## config.mk

```make
export PLATFORM = sky130hd
export DESIGN_NAME = spi_input_conditioner
export DESIGN_NICKNAME = d
export VERILOG_FILES = /design/src/rtl/spi_input_conditioner.sv
export SDC_FILE = /design/constraint.sdc
export NUM_CORES = 1
export LEC_CHECK = 0
export ABC_AREA = 1
export ABC_CLOCK_PERIOD_IN_PS = 870
export CORE_UTILIZATION = 42
export CTS_CLUSTER_DIAMETER = 30
export DETAILED_ROUTE_END_ITERATION = 10
export HOLD_SLACK_MARGIN = 0.12
export PLACE_DENSITY = 0.64
export REMOVE_ABC_BUFFERS = 1
export SLEW_MARGIN = 20
export SYNTH_ARGS = -nofsm -noshare
export SYNTH_HDL_FRONTEND = slang
export SYNTH_SLANG_ARGS = --single-unit
export TNS_END_PERCENT = 100
```

## constraint.sdc

```tcl
create_clock -name clk -period 0.87 [get_ports clk]
set_input_delay 0.174 -clock clk [delete_from_list [all_inputs] [get_ports clk]]
set_output_delay 0.174 -clock clk [all_outputs]
set_load 0.1 [all_outputs]
```

## src/rtl/spi_input_conditioner.sv

```systemverilog
// -----------------------------------------------------------------------------
// spi_input_conditioner
//
// Purpose:
//   Brings the raw, asynchronous SPI pins (sck, cs, mosi) into the clk domain.
//   Each pin goes through the same chain: a two-flop synchronizer, a debounce
//   counter and a conditioned level register. The block also produces
//   registered single-cycle edge strobes. Downstream logic (the SPI FSM and
//   the input shift register) uses these levels and strobes. It never samples
//   the pins or keeps its own copy of the previous sck value.
//
// Ports:
//   clk        in   system clock, rising edge
//   rst_n      in   asynchronous active-low reset
//   sck_pin    in   raw SPI clock pin
//   cs_pin     in   raw chip select pin (active low)
//   mosi_pin   in   raw master-out data pin
//   sck_cond   out  conditioned SCK level (never gated)
//   cs_cond    out  conditioned CS level (1 = deselected)
//   mosi_cond  out  conditioned MOSI level
//   sck_rise   out  strobe: accepted SCK 0->1 while selected
//   sck_fall   out  strobe: accepted SCK 1->0 while selected
//   cs_fall    out  strobe: frame start (accepted CS 1->0)
//   cs_rise    out  strobe: frame end (accepted CS 0->1)
//
// Handshake: there is none. Every output is valid on every cycle after reset
// release. The strobes are valid-only pulses: each lasts exactly one cycle
// and has no ready or back-pressure path.
// -----------------------------------------------------------------------------
module spi_input_conditioner #(
   parameter int WAIT_CYCLES   = 3,
   parameter int COUNTER_WIDTH = 3
) (
   input  logic clk,
   input  logic rst_n,
   input  logic sck_pin,
   input  logic cs_pin,
   input  logic mosi_pin,
   output logic sck_cond,
   output logic cs_cond,
   output logic mosi_cond,
   output logic sck_rise,
   output logic sck_fall,
   output logic cs_fall,
   output logic cs_rise
);

   // Channel index within the packed per-channel vectors
   localparam int CH_SCK  = 0;
   localparam int CH_CS   = 1;
   localparam int CH_MOSI = 2;

   // CS idles high (deselected); SCK and MOSI idle low
   localparam logic [2:0] RST_LEVEL = 3'b010;

   // Terminal count: the change is accepted on the cycle in which the counter
   // already holds WAIT_CYCLES-1, so s1 must differ for WAIT_CYCLES edges.
   localparam logic [COUNTER_WIDTH-1:0] CNT_MAX = COUNTER_WIDTH'(WAIT_CYCLES - 1);

   logic [2:0]               w_pin;
   logic [2:0]               r_s0;
   logic [2:0]               r_s1;
   logic [2:0]               r_cond;
   logic [COUNTER_WIDTH-1:0] r_cnt [3];
   logic [2:0]               w_accept;
   logic [2:0]               w_cond_next;

   logic r_sck_rise;
   logic r_sck_fall;
   logic r_cs_fall;
   logic r_cs_rise;

   assign w_pin = {mosi_pin, cs_pin, sck_pin};

   // Acceptance decision and the value each cond register takes on this edge.
   // The SCK strobe gate needs the CS level after this edge, so it uses
   // w_cond_next instead of r_cond. That lets a coincident cs_fall pass the
   // sck strobe and makes a coincident cs_rise block it.
   always_comb begin
      w_accept    = '0;
      w_cond_next = r_cond;
      for (int i = 0; i < 3; i++) begin
         w_accept[i]    = (r_s1[i] != r_cond[i]) && (r_cnt[i] == CNT_MAX);
         w_cond_next[i] = w_accept[i] ? r_s1[i] : r_cond[i];
      end
   end

   always_ff @(posedge clk or negedge rst_n) begin
      if (!rst_n) begin
         r_s0       <= RST_LEVEL;
         r_s1       <= RST_LEVEL;
         r_cond     <= RST_LEVEL;
         for (int i = 0; i < 3; i++) begin
            r_cnt[i] <= '0;
         end
         r_sck_rise <= 1'b0;
         r_sck_fall <= 1'b0;
         r_cs_fall  <= 1'b0;
         r_cs_rise  <= 1'b0;
      end else begin
         r_s0   <= w_pin;
         r_s1   <= r_s0;
         r_cond <= w_cond_next;

         // Counter clears when the input matches again (glitch rejected) or
         // when the change is accepted. It therefore never passes CNT_MAX.
         for (int i = 0; i < 3; i++) begin
            if ((r_s1[i] == r_cond[i]) || w_accept[i]) begin
               r_cnt[i] <= '0;
            end else begin
               r_cnt[i] <= r_cnt[i] + 1'b1;
            end
         end

         r_sck_rise <= w_accept[CH_SCK] &  r_s1[CH_SCK] & ~w_cond_next[CH_CS];
         r_sck_fall <= w_accept[CH_SCK] & ~r_s1[CH_SCK] & ~w_cond_next[CH_CS];
         r_cs_fall  <= w_accept[CH_CS]  & ~r_s1[CH_CS];
         r_cs_rise  <= w_accept[CH_CS]  &  r_s1[CH_CS];
      end
   end

   assign sck_cond  = r_cond[CH_SCK];
   assign cs_cond   = r_cond[CH_CS];
   assign mosi_cond = r_cond[CH_MOSI];
   assign sck_rise  = r_sck_rise;
   assign sck_fall  = r_sck_fall;
   assign cs_fall   = r_cs_fall;
   assign cs_rise   = r_cs_rise;

endmodule

```

==> results.toml <==
[outcome]
status = "finished with violations"
violations = "negative setup slack"

[clocking]
cts-buffers-inserted = 3
cts_hold_buffers = 0
root_buffer = "clkbuf_4"
cts_sinks = 22
cts_tree = "done"
clk_latency_ps = 290
ctsLongestPathBuffers = 2
cts.clk_slew.worst_paths_ps = 110
h-tree-depth = 1

[final_layout]
final_cell_mix = "18 x dfrtp_1, 11 x inv_1, 8 x nand2_2, 8 x buf_12, 6 x nor2_2"
syn2layout_area_growth_pct = 50.22
final_nets = 116
final_util_pct = 66.77
finalNonFillerCells = 131
antenna_cells = 0
layout-drive-gt1-share_pct = 52.88
final_common_cell = "dfrtp_1"

[grt]
grt_max_degree = 23
grt_pass1_wl_um = 2021
first_global_vias = 494
grt_antenna_before_repair = 0
grt-ovfl-total = 0
grt_usage_pct = 13.26

[die]
num_rows = 16
die_area_sq_mm = 0.002262
coreArea_sq_mm = 0.001962
die_w_um = 47.57
io_pins = 12
die_h_um = 47.57
start_util_pct = 44.45

[power_and_ir_drop]
p_clk_share_pct = 12.0
p_comb_share_pct = 53.7
p_per_area_mw_per_mm2 = 3344
switching_power_w = 0.001847
p_seq_share_pct = 34.3
p_sw_share_pct = 42.16
p_leak_nw = 0.6201
ir_drop_uv = 1999
p_int_w = 0.002533

[worst_setup_path]
arrival_ps = 1050
cp.buffers_inverters = 1
path_delay_family = "flip-flops"
worstPathCellList = "buf_12"
cp-start-kind = "flop"
path_class = "flop to output port"
cp-end-kind = "output port"
cp_slowest_cell = "dfstp_2"
slowest_delay_ps = 570
worstPathRequired_ps = 700
cp_max_fo = 2

[detailed_routing]
drc = 0
wl_um = 1248
ant_nets = 0
first_iter_violations = 1
routed_via_density = 4.191
dr.pass1.iters = 3
num_vias = 549
routedWlPerCell_um = 9.527

[yosys]
netlist_area_sq_um = 872.1
yosysUniqueCellTypes = 14
yosysSeqAreaShare_pct = 63.56
ys_warn_count = 0
synthCells = 81
avgSynthCellArea_sq_um = 10.77
yosys_register_bits = 22

[timing]
rsz0062_at_grt = "true"
finalHoldViolCount = 0
setup_slack_ps = -349.2
fin_crit_ps = 1219
fin_crit_sh_pct = 140.1
fmax_mhz = 820.2
finClkSkew_ps = 0.8711
worst_pin_slew_ps = 247.8
maxSlewViolCount = 0
relSlewSlack_pct = 83.36
setup_viol = 23

[placed_design]
portBuffers = 11
place_ws_ps = -168.1
dpl.hpwl_um = 898.6
place.gp.congestion = 0.6523
place_inst = 120

[hold_path]
min_path_type = "input pin to asynchronous set/reset pin"

[job]
drv_cap = 0
-- final cells by class --
| cell class | instances | area, sq um |
|---|---|---|
| Timing Repair Buffer | 19 | 260.3 |
| Fill cell | 156 | 651.9 |
| Clock buffer | 4 | 36.28 |
| Sequential cell | 22 | 555.5 |
| Tap cell | 27 | 33.78 |
| Inverter | 15 | 56.30 |
| Multi-Input combinational cell | 44 | 367.9 |
-- sequential cells by signal (all words and copies together), names as in the netlist --
signal	count
cs_fall	1
cs_rise	1
r_cnt	9
r_cond	3
r_s0	3
r_s1	3
sck_fall	1
sck_rise	1
-- cell usage after synthesis --
| cell type | number | area (sq um) |
|---|---|---|
| nand3_1 | 1 | 5.000 |
| ha_1 | 6 | 75.07 |
| inv_2 | 1 | 3.750 |
| nor3_1 | 2 | 10.01 |
| inv_1 | 14 | 52.55 |
| nand3_2 | 2 | 20.02 |
| o21ai_0 | 2 | 10.01 |
| nand2_4 | 1 | 11.26 |
| nor2_1 | 11 | 41.29 |
| nand2_2 | 1 | 6.260 |
| xnor2_1 | 3 | 26.28 |
| dfstp_2 | 3 | 78.83 |
| dfrtp_1 | 19 | 475.5 |
| nand2_1 | 15 | 56.30 |
-- metal layers --
| metal | routed length (um) | global-route usage [%] | vias up |
|---|---|---|---|
| met5 | 0 | 0 | - |
| met4 | 19 | 5.000 | 0 |
| met3 | 38 | 3.396 | 4 |
| met2 | 647 | 22.47 | 9 |
| met1 | 543 | 16.38 | 251 |
| li1 | - | - | 285 |
-- worst reg2reg max path: stages, from the launching register on --
cell	delay (ps)
dfstp_2	570
buf_4	110
buf_6	100
buf_4	100
nand2_2	50
nand2_2	80
nor2_1	40
-- path summary, 6_finish.rpt --
| kind | endpoint | slack, ps | startpoint | cells after the start |
|---|---|---|---|---|
| min | sck_fall$_DFF_PN0_ | 210 | rst_n | 2 |
| max | cs_cond | -350 | r_cond[1]$_DFF_PN1_ | 1 |
| min reg2reg | r_s1[0]$_DFF_PN0_ | 360 | r_s0[0]$_DFF_PN0_ | 0 |
| max reg2reg | sck_rise$_DFF_PN0_ | -270 | r_cond[1]$_DFF_PN1_ | 6 |
| max in group asynchronous | r_s0[1]$_DFF_PN1_ | 450 | rst_n | 2 |
| min in group clk | r_s0[1]$_DFF_PN1_ | 270 | cs_pin | 1 |
-- cells by family after synthesis --
logic type / share of synthesized area, %
AO/OA/AOI/OAI: 1.148
adder cells (fa/ha/maj): 8.608
flip-flops: 63.56
XOR/XNOR: 3.013
buffers and inverters: 6.456
AND/OR/NAND/NOR: 17.22
-- power by group through the flow --
| stage | clock network (W) | registers (W) | logic [W] |
|---|---|---|---|
| 6_report | 0.000527 | 0.00150 | 0.00235 |
| 5_1_grt | 0.000605 | 0.00154 | 0.00254 |
| 4_1_cts | 0.000556 | 0.00150 | 0.00198 |
| 3_5_place_dp | 0 | 0.00154 | 0.00165 |
| 3_3_place_gp | 0 | 0.00152 | 0.00161 |
| 2_1_floorplan | 0 | 0.00205 | 0.000567 |
-- timing repair --
action / CTS / global route
setup endpoints to repair: 23 / 23
gates resized for setup: 20 / 20
setup buffers: 4 / 4
pin swaps: 9 / 6
-- through the flow --
| stage | power, W | instance area [sq um] | TNS (ps) | hold WS, ps |
|---|---|---|---|---|
| 2_1_floorplan | 0.002618 | 872.1 | -8042 | -121.6 |
| 4_1_cts | 0.004034 | 1221 | -3836 | 208.9 |
| 6_report | 0.004380 | 1310 | -3871 | 210.7 |
| 5_1_grt | 0.004681 | 1310 | -5117 | 203.3 |
| 3_5_place_dp | 0.003194 | 1106 | -1882 | 338.1 |
| 3_3_place_gp | 0.003134 | 1106 | -1316 | 333.4 |
(Power assumes the default switching activity.)
